`config.mk`:
```
export PLATFORM = sky130hd
export DESIGN_NAME = adder_pipe
export DESIGN_NICKNAME = d
export VERILOG_FILES = /design/src/rtl/adder_pipe.sv
export SDC_FILE = /design/constraint.sdc
export NUM_CORES = 1
export LEC_CHECK = 0
export CAP_MARGIN = 20
export CORE_MARGIN = 4
export CORE_UTILIZATION = 50
export DETAILED_ROUTE_END_ITERATION = 12
export DONT_BUFFER_PORTS = 1
export GPL_ROUTABILITY_DRIVEN = 0
export PLACE_DENSITY_LB_ADDON = 0.15
export SYNTH_ARGS = -nofsm -noshare
export SYNTH_HDL_FRONTEND = slang
export SYNTH_SLANG_ARGS = --single-unit
```
`constraint.sdc`:
```
create_clock -name clk -period 2.1 [get_ports clk]
set_clock_uncertainty 0.05 [all_clocks]
set_input_delay 0.42 -clock clk [delete_from_list [all_inputs] [get_ports clk]]
set_output_delay 0.42 -clock clk [all_outputs]
set_load 0.02 [all_outputs]
```
`src/rtl/adder_pipe.sv`:
```
// Pipelined ripple adder/subtractor: each stage adds one WIDTH/STAGES slice and registers the carry.
// Operands, partial sums and carries advance together under a single global valid/ready stall.
module adder_pipe #(
  parameter int WIDTH  = 16,
  parameter int STAGES = 2
) (
  input  logic             clk,
  input  logic             reset,
  input  logic             in_valid,
  output logic             in_ready,
  input  logic [WIDTH-1:0] a,
  input  logic [WIDTH-1:0] b,
  input  logic             sub,
  output logic             out_valid,
  input  logic             out_ready,
  output logic [WIDTH-1:0] sum,
  output logic             carry_out,
  output logic             overflow
);

  localparam int SW = WIDTH / STAGES;

  logic             w_adv;

  logic             r_v [STAGES];
  logic [WIDTH-1:0] r_a [STAGES];
  logic [WIDTH-1:0] r_b [STAGES];
  logic [WIDTH-1:0] r_s [STAGES];
  logic             r_c [STAGES];
  logic             r_ovf;

  logic             w_v_d  [STAGES];
  logic [WIDTH-1:0] w_a_d  [STAGES];
  logic [WIDTH-1:0] w_b_d  [STAGES];
  logic [WIDTH-1:0] w_s_d  [STAGES];
  logic             w_c_d  [STAGES];
  logic             w_ci   [STAGES];
  logic [SW:0]      w_slc  [STAGES];
  logic             w_ovf_d;

  assign w_adv     = !r_v[STAGES-1] || out_ready;
  assign in_ready  = w_adv;
  assign out_valid = r_v[STAGES-1];
  assign sum       = r_s[STAGES-1];
  assign carry_out = r_c[STAGES-1];
  assign overflow  = r_ovf;

  always_comb begin
    // Subtraction is a + ~b + 1: b is inverted once here and the +1 enters as stage-1 carry-in.
    w_v_d[0] = in_valid;
    w_a_d[0] = a;
    w_b_d[0] = sub ? ~b : b;
    w_s_d[0] = '0;
    w_ci[0]  = sub;
    for (int k = 1; k < STAGES; k++) begin
      w_v_d[k] = r_v[k-1];
      w_a_d[k] = r_a[k-1];
      w_b_d[k] = r_b[k-1];
      w_s_d[k] = r_s[k-1];
      w_ci[k]  = r_c[k-1];
    end
    for (int k = 0; k < STAGES; k++) begin
      w_slc[k] = {1'b0, w_a_d[k][k*SW +: SW]} + {1'b0, w_b_d[k][k*SW +: SW]}
               + (SW+1)'(w_ci[k]);
      w_s_d[k][k*SW +: SW] = w_slc[k][SW-1:0];
      w_c_d[k] = w_slc[k][SW];
    end
    // a^b^s at the MSB recovers the carry into that bit.
    w_ovf_d = w_a_d[STAGES-1][WIDTH-1] ^ w_b_d[STAGES-1][WIDTH-1]
            ^ w_s_d[STAGES-1][WIDTH-1] ^ w_c_d[STAGES-1];
  end

  always_ff @(posedge clk or posedge reset) begin
    if (reset) begin
      for (int k = 0; k < STAGES; k++) begin
        r_v[k] <= 1'b0;
        r_a[k] <= '0;
        r_b[k] <= '0;
        r_s[k] <= '0;
        r_c[k] <= 1'b0;
      end
      r_ovf <= 1'b0;
    end else if (w_adv) begin
      for (int k = 0; k < STAGES; k++) begin
        r_v[k] <= w_v_d[k];
        r_a[k] <= w_a_d[k];
        r_b[k] <= w_b_d[k];
        r_s[k] <= w_s_d[k];
        r_c[k] <= w_c_d[k];
      end
      r_ovf <= w_ovf_d;
    end
  end

endmodule

```
==> flow_summary.yaml, run 1 <==
drt:
  avgRoutedWirePerCell_um: 14.1
  drt.antenna.violating_nets: 0
  totalWireLength_um: 4810
  firstDrtPassIters: 4
  drt_iter0_markers: 125
  vias_per_cell: 5.32
  num_vias: 1819
  drc: 0
power_and_ir_drop:
  power_density_nw_per_um2: 1030
  irDropWorstVdd_uv: 357
  p_leak_uw: 0.00127
  power.total_uw: 2770
  clock_power_share_pct: 19.0
  p_comb_share_pct: 28.9
  power_switching_uw: 1070
  intPower_uw: 1700
  switching_share_pct: 38.7
  share_seq_of_total_power_pct: 52.1
sta:
  fmax_mhz: 467
  report.final.slew_viol_count: 0
  setup-tns-final_ns: -0.0433
  rsz0062_at_grt: "yes"
  finalWorstSetupSlack_ns: -0.0417
  min_period_ns: 2.14
  hold_violations: 0
  max_slew_margin_pct: 69.1
  fin_hold_ws_ns: 0.181
  setup_viol: 2
  worstMarginPinSlew_ns: 0.463
  layout_worst_path_cycle_share_pct: 102
synth:
  syn_nets: 340
  synth_top_area_cell: "dfrtp_1"
  syn_area_um2: 2600
  synth_cells: 286
  syn_avg_cell_area_um2: 9.08
  yosysTopAreaCellShare_pct: 43.4
  ys_types: 36
  synthTopCellsByArea: "dfrtp_1 43%, nand2_1 11%, ha_1 6.7%"
  ys_warn_count: 0
  ys_ff_latch: 45
  synth_seq_area_share_pct: 43.4
clocking:
  clock-sinks: 45
  cts_tree: "yes"
  clkTransAtPathRegs_ns: 0.08
  post_cts_buffers: 0
  h-tree-depth: 2
  cts_inserted_buffers: 5
  root_buffer: "clkbuf_8"
  cts.path.max_buffers: 2
  worstSkewPairLatency_ns: 0.30
floorplanning:
  core-area_um2: 4880
  floorplan.initialDensity_pct: 53.2
  chipWidth_um: 80.1
  floorplan.rows: 25
  top_level_ports: 57
  die_area_um2: 6410
  die_y_um: 80.1
cells_and_area:
  nNetsFinal: 328
  syn2layout_area_growth_pct: 4.10
  diodes: 0
  n_fill_cell: 460
  drive_gt1_share_pct: 10.2
  design_area_um2: 2700
global_routing:
  grt_max_degree: 43
  antenna_found_initial: 0
  grt_pass1_vias: 1798
  use_met1_pct: 20.4
  use_met3_pct: 4.48
  grt_pass1_wl_um: 8270
  busiest_layer: "met2"
  grt_usage_pct: 16.6
  use_met2_pct: 28.0
  grt_overflow: 0
setup_path:
  endpoint_kind: "register"
  worstSetupStartpointType: "register"
  worstPathRequired_ns: 2.23
  crit_chain: "fa_2, fa_2, a211oi_2, nor4b_1, a211oi_2, xnor2_1, a21oi_1"
  crit_slowest_cell: "fa_2"
  worstPathMaxFanout: 2
  cp.arrival_ns: 2.27
  crit_type: "reg -> reg"
  slowest_delay_ns: 0.42
placement:
  pre_cts_ws_ns: -0.0678
  dpl.hpwl_um: 3610
  placed_area_um2: 2590
  io_buffers: 0
run_status:
  outcome: "finished, violations left"
  violations: "negative setup slack"
hold_path:
  hold_class: "in -> reg"
flow_run:
  max_cap_violations: 0
## layer usage
layer / vias to the layer above / routed length [um]
met5: - / 0
met4: 0 / 77
met3: 7 / 259
met2: 44 / 2420
met1: 846 / 2060
li1: 922 / -
## layout by cell type, fill, tap and decap left out, types with 3 or more instances in the layout
| cell | count |
|---|---|
| nand2_1 | 73 |
| dfrtp_1 | 45 |
| o21ai_0 | 19 |
| a21oi_1 | 15 |
| xor2_1 | 14 |
| ha_1 | 14 |
| xnor2_1 | 11 |
| nor2_1 | 11 |
| buf_4 | 8 |
| inv_1 | 7 |
| a21o_1 | 6 |
| clkbuf_8 | 5 |
| o21bai_1 | 3 |
| and3_1 | 3 |
| o211ai_1 | 3 |
| fa_2 | 3 |
## logic make-up after synthesis
logic type	Yosys count	synth area share (%)
AND/OR/NAND/NOR	100	16.0
AO/OA/AOI/OAI	60	14.3
flip-flops	45	43.4
buffers and inverters	37	8.05
XOR/XNOR	25	8.43
adder cells (fa/ha/maj)	17	9.06
multiplexers	2	0.771
## what timing repair did
action	CTS	global route
pin swaps	2	1
gates resized for setup	1	4
hold buffers	1	0
endpoints found under the hold margin	21	0
endpoints found under the setup margin	2	6
## state kept, by name (all words and copies together) (netlist names)
register	flops
sum	16
r_a	8
r_b	8
r_s	8
carry_out	1
out_valid	1
overflow	1
r_c	1
r_v	1
## per-stage QoR
stage	instances	util (%)
5_1_grt	342	55.4
4_1_cts	342	55.0
3_5_place_dp	333	53.0
6_report	342	55.4
2_1_floorplan	286	-
3_3_place_gp	333	53.0
## final timing paths
check	from	to	slack, ns	cells past startpoint
max	r_a[24]$_DFFE_PP0P_	overflow$_DFFE_PP0P_	-0.04	7
min	in_valid	r_v[1]$_DFFE_PP0P_	0.18	2
max reg2reg	r_a[24]$_DFFE_PP0P_	overflow$_DFFE_PP0P_	-0.04	7
min reg2reg	r_v[1]$_DFFE_PP0P_	out_valid$_DFFE_PP0P_	0.42	1
max in group asynchronous	reset	r_b[25]$_DFFE_PP0P_	0.91	3
min in group asynchronous	reset	r_a[28]$_DFFE_PP0P_	0.54	2
## synth_stat cells
master / n
nand3b_1: 1
or3_1: 2
nand2_1: 73
o21a_1: 1
dfrtp_1: 45
buf_4: 17
o211ai_1: 3
nor4b_1: 1
nor2b_1: 2
a211oi_2: 2
o21bai_1: 3
fa_1: 3
nor3b_1: 1
a221oi_1: 1
o31ai_1: 1
a2111oi_0: 1
buf_2: 5
o21ai_1: 1
and3_1: 3
o21ai_0: 20
mux2i_1: 2
clkbuf_1: 6
inv_1: 8
nor3_1: 1
xnor2_1: 11
ha_1: 14
a21oi_1: 17
a21o_1: 6
nand3_1: 2
nand2b_1: 1
o2111ai_1: 2
nor2_1: 11
inv_2: 1
a211oi_1: 2
xor2_1: 14
nand4_1: 2
## critical path: cells and delay by family, from the launching register on
family	cells	cell delay (ns)
and+or+nand+nor	1	0.10
AOI/OAI and AO/OA	3	0.54
DFF	1	0.41
adders and majority gates	2	0.78
xor gates and xnor gates	1	0.15
## layout make-up
| type | instances | area (um^2) | area share [%] |
|---|---|---|---|
| multi-input combinational | 204 | 1300 | 48.2 |
| sequential | 45 | 1130 | 41.7 |
| tap | 67 | 83.8 | 3.10 |
| timing repair buffer | 9 | 70.1 | 2.59 |
| clock buffer | 5 | 68.8 | 2.55 |
| inverter | 9 | 33.8 | 1.25 |
| clock inverter | 3 | 17.5 | 0.648 |
## power groups by stage
stage	clock, uW	combinational, uW	sequential (uW)
floorplan	0	985	1250
global placement	0	768	1460
detailed placement	0	776	1470
CTS	546	783	1460
global route	578	926	1480
finish	527	802	1440
No activity file was read; power rests on OpenSTA's default activity.
==> run 2, diff against run 1 <==
Settings changed: RECOVER_POWER set to 50.
==> run 2 against run 1 <==
The flow still finishes with violations (negative setup slack). Clock-buffer cell count did not move. Non-clock buffer count stayed put. Cell count stayed put. Hold slack is the same. Sequential share of layout area is 0.097 points higher. Critical path type unchanged. Largest cell class unchanged. Highest routed layer unchanged.
==> flow_summary.yaml, run 2 (synthesized netlist as in run 1, its figures left out) <==
setup_path:
  crit_slowest_cell: "fa_2"
  worstPathMaxFanout: 2
  worst-path-buf-inv: 0
  crit_chain: "fa_2, fa_2, a211oi_2, nor4b_1, a211oi_2, xnor2_1, a21oi_1"
  slowest_delay_ns: 0.42
  cpLargestDelayFamily: "adder cells"
  endpoint_kind: "register"
  worstSetupStartpointType: "register"
  worstPathRequired_ns: 2.23
  crit_type: "reg -> reg"
  cp.arrival_ns: 2.27
  reg2reg_setup_slack_ns: -0.04
clocking:
  clkTransAtPathRegs_ns: 0.08
  worstSkewPairLatency_ns: 0.30
  cts_inserted_buffers: 5
  root_buffer: "clkbuf_8"
  h-tree-depth: 2
  clock-sinks: 45
  cts_tree: "yes"
  cts.path.max_buffers: 2
cells_and_area:
  diodes: 0
  syn2layout_area_growth_pct: 3.86
  mostFrequentLayoutCells: "73 x nand2_1, 45 x dfrtp_1, 19 x o21ai_0, 15 x a21oi_1"
  n_fill_cell: 459
  nNetsFinal: 328
  design_area_um2: 2700
  mostFrequentLayoutCell: "nand2_1"
  largest_register_ff_count: 16
  drive_gt1_share_pct: 9.45
placement:
  placed_area_um2: 2590
  io_buffers: 0
  dpl.hpwl_um: 3610
drt:
  drc: 0
  drt_iter0_markers: 127
  firstDrtPassIters: 4
  drt.antenna.violating_nets: 0
  avgRoutedWirePerCell_um: 14.1
  vias_per_cell: 5.32
  num_vias: 1821
  totalWireLength_um: 4810
run_status:
  violations: "negative setup slack"
  outcome: "finished, violations left"
global_routing:
  antenna_found_initial: 0
  grt_max_degree: 43
  grt_pass1_wl_um: 8270
  grt_usage_pct: 16.6
  grt_overflow: 0
  grt_pass1_vias: 1798
floorplanning:
  die_y_um: 80.1
  core-area_um2: 4880
  die_area_um2: 6410
  top_level_ports: 57
  chipWidth_um: 80.1
  floorplan.rows: 25
  floorplan.initialDensity_pct: 53.2
flow_run:
  max_cap_violations: 0
power_and_ir_drop:
  p_leak_uw: 0.00126
  irDropWorstVdd_uv: 357
  power_density_nw_per_um2: 1030
  power.total_uw: 2770
sta:
  report.final.slew_viol_count: 0
  hold_violations: 0
  fin_hold_ws_ns: 0.181
  min_period_ns: 2.14
  worstMarginPinSlew_ns: 0.833
  rsz0062_at_grt: "yes"
  finalWorstSetupSlack_ns: -0.0424
  layout_worst_path_cycle_share_pct: 102
  setup_viol: 2
  fmax_mhz: 467
  max_slew_margin_pct: 44.4
hold_path:
  hold_class: "in -> reg"
## run 2: layout make-up
type / instances / area [um^2] / share of cell area, %
flip-flops and latches: 45 / 1130 / 41.8
clock buffers: 5 / 68.8 / 2.55
well taps: 67 / 83.8 / 3.11
repair buffers: 9 / 63.8 / 2.37
inverters: 9 / 33.8 / 1.25
multi-input cells: 204 / 1300 / 48.3
clock inverters: 3 / 17.5 / 0.650
## run 2: worst paths after layout
check | from | depth (start not counted) | endpoint
worst min register to register | r_v[1]$_DFFE_PP0P_ | 1 | out_valid$_DFFE_PP0P_
worst max register to register | r_a[24]$_DFFE_PP0P_ | 7 | overflow$_DFFE_PP0P_
max in group asynchronous | reset | 3 | sum[6]$_DFFE_PP0P_
min in group asynchronous | reset | 2 | r_a[28]$_DFFE_PP0P_
worst max-delay path | r_a[24]$_DFFE_PP0P_ | 7 | overflow$_DFFE_PP0P_
worst min-delay path | in_valid | 2 | r_v[1]$_DFFE_PP0P_
## run 2: layer usage
metal  vias to the layer above  track usage (%)  routed length, um  share of wire (%)
met5                         -                0                  0                  0
met4                         0             6.08                 77                1.6
met3                         7             4.48                259                5.4
met2                        44             28.0               2410                 50
met1                       847             20.4               2070                 43
li1                        923                -                  -                  -
## run 2: metrics by stage
| stage | setup slack, ns | TNS [ns] | util [%] | cells |
|---|---|---|---|---|
| floorplan | -0.0487 | -0.0487 | - | 286 |
| global placement | -0.0527 | -0.0527 | 53.0 | 333 |
| detailed placement | -0.0678 | -0.0808 | 53.0 | 333 |
| CTS | -0.0467 | -0.0725 | 55.0 | 342 |
| global route | -0.172 | -0.345 | 55.3 | 342 |
| finish | -0.0424 | -0.0441 | 55.3 | 342 |
## run 2: what timing repair did
action / 4_1_cts / 5_1_grt
hold buffers: 1 / 0
hold endpoints to repair: 21 / 0
gates resized for setup: 1 / 4
setup endpoints to repair: 2 / 6
pin swaps: 2 / 1
setup buffers: 0 / 0
## run 2: report_power, final
group / internal (uW) / switching, uW / total (uW)
Combinational: 362 / 437 / 800
Clock: 230 / 297 / 527
Sequential: 1110 / 339 / 1440
Total: 1700 / 1070 / 2770
==> run 3, diff against run 2 <==
==> constraint.sdc (replaced) <==
create_clock -name clk -period 1.8 [get_ports clk]
set_clock_uncertainty 0.05 [all_clocks]
set_input_delay 0.54 -clock clk [delete_from_list [all_inputs] [get_ports clk]]
set_output_delay 0.54 -clock clk [all_outputs]
set_load 0.02 [all_outputs]
==> run 3 against run 2 <==
The run still ends with negative setup slack left. Hold slack got worse by 0.066 ns. Wire length up 8.6%. Non-clock buffer count grew 18. Via count up 2.5%. Die area stayed put. Core utilization is 4.6 points higher. Clock-buffer cell count unchanged. Flip-flop and latch count is the same. Largest power group unchanged. Highest routed layer unchanged.
==> flow_summary.yaml, run 3 (synthesized netlist as in run 1, its figures left out) <==
drt:
  firstDrtPassIters: 4
  route.met3.wl_um: 250
  wl_met1_um: 2380
  vias_per_cell: 5.18
  wl_met2_um: 2500
  avgRoutedWirePerCell_um: 14.5
  drc: 0
  num_vias: 1866
  totalWireLength_um: 5230
  drt.antenna.violating_nets: 0
  top_layer_used: "met4"
  drt_iter0_markers: 87
sta:
  hold_violations: 0
  report.final.slew_viol_count: 0
  fmax_mhz: 470
  min_period_ns: 2.13
  finalWorstSetupSlack_ns: -0.327
  rsz0062_at_grt: "yes"
  max_slew_margin_pct: 40.1
  worstMarginPinSlew_ns: 0.897
  layout_worst_path_cycle_share_pct: 118
  setup_viol: 6
cells_and_area:
  largest_register_ff_count: 16
  mostFrequentLayoutCells: "73 x nand2_1, 45 x dfrtp_1, 22 x buf_4, 16 x o21ai_0, 14 x ha_1"
  nNetsFinal: 346
  diodes: 0
  mostFrequentLayoutCell: "nand2_1"
  syn2layout_area_growth_pct: 12.4
  drive_gt1_share_pct: 17.1
  design_area_um2: 2920
  n_fill_cell: 467
  finish.utilization_pct: 59.8
global_routing:
  grt_pass1_vias: 1940
  grt_overflow: 0
  grt_usage_pct: 17.9
  antenna_found_initial: 0
  grt_pass1_wl_um: 8880
  grt_max_degree: 26
placement:
  dpl.hpwl_um: 3930
  io_buffers: 0
  placed_area_um2: 2720
  pre_cts_ws_ns: -0.333
setup_path:
  crit_type: "reg -> reg"
  endpoint_kind: "register"
  worstSetupStartpointType: "register"
  cp.arrival_ns: 2.25
  worstPathRequired_ns: 1.93
  worstPathMaxFanout: 2
flow_run:
  max_cap_violations: 0
clocking:
  clkTransAtPathRegs_ns: 0.08
  worstSkewPairLatency_ns: 0.30
  clock-sinks: 45
  cts.path.max_buffers: 2
  cts_tree: "yes"
  root_buffer: "clkbuf_8"
  cts_inserted_buffers: 5
  h-tree-depth: 2
floorplanning:
  floorplan.rows: 25
  top_level_ports: 57
  die_area_um2: 6410
  floorplan.initialDensity_pct: 53.2
  die_y_um: 80.1
  core-area_um2: 4880
  chipWidth_um: 80.1
power_and_ir_drop:
  power_density_nw_per_um2: 1260
  p_leak_uw: 0.00139
  irDropWorstVdd_uv: 464
run_status:
  outcome: "finished, violations left"
  violations: "negative setup slack"
hold_path:
  hold_class: "in -> async"
## run 3: cell count changes in the layout (fill, tap and decap cells not counted), sizes merged
cell and change:
buf +17, bufinv +2, clkbuf +1, clkinv -1
clkinvlp -1, dlygate4sd3 -1, dlymetal6s2s +1
## run 3: metrics by stage
| step | total power, uW | instances | TNS [ns] | hold slack, ns |
|---|---|---|---|---|
| finish | 3680 | 360 | -1.57 | 0.116 |
| global route | 3930 | 360 | -2.30 | 0.155 |
| CTS | 3680 | 359 | -1.52 | 0.0257 |
| detailed placement | 2720 | 347 | -2.25 | 0.358 |
| global placement | 2680 | 347 | -2.00 | 0.361 |
| floorplan | 2620 | 286 | -2.09 | 0.380 |
## run 3: path summary, 6_finish.rpt
check	start	end	slack [ns]	depth (start not counted)
min	reset	r_s[16]$_DFFE_PP0P_	0.12	1
max reg2reg	r_a[24]$_DFFE_PP0P_	overflow$_DFFE_PP0P_	-0.33	7
max in group asynchronous	reset	r_a[27]$_DFFE_PP0P_	0.35	2
min reg2reg	r_v[1]$_DFFE_PP0P_	r_v[1]$_DFFE_PP0P_	0.43	2
min in group clk	a[12]	r_a[28]$_DFFE_PP0P_	0.30	2
max	r_a[24]$_DFFE_PP0P_	overflow$_DFFE_PP0P_	-0.33	7
## run 3: per-layer routing
layer	global-route usage, %	up-vias
li1	-	949
met1	24.0	856
met2	28.1	51
met3	4.37	10
met4	6.59	0
met5	0	-
## run 3: area by class of cell
cell class                 count  area, um^2  area share [%]
clock buffer                   5        68.8            2.36
timing repair buffer          27         203            6.94
tap                           67        83.8            2.87
multi-input combinational    204        1340            45.9
sequential                    45        1130            38.6
clock inverter                 3        65.1            2.23
inverter                       9        33.8            1.16
## run 3: worst max-delay path, stage by stage (launching register included)
cell	delay, ns
dfrtp_1	0.41
fa_2	0.42
fa_2	0.39
a211oi_4	0.23
nor4b_2	0.08
a211oi_2	0.20
xnor2_1	0.15
a21oi_1	0.08
## run 3: what timing repair did
action | in CTS | in global routing
hold buffers | 0 | 0
setup buffers | 5 | 2
resized for setup | 5 | 6
gates cloned | 0 | 0
pin swaps | 11 | 13
endpoints found under the setup margin | 6 | 9
## run 3: power by group
group | total (uW) | switching [uW] | internal, uW
Sequential | 1680 | 391 | 1290
Combinational | 1100 | 574 | 528
Clock | 895 | 343 | 551
Total | 3680 | 1310 | 2370
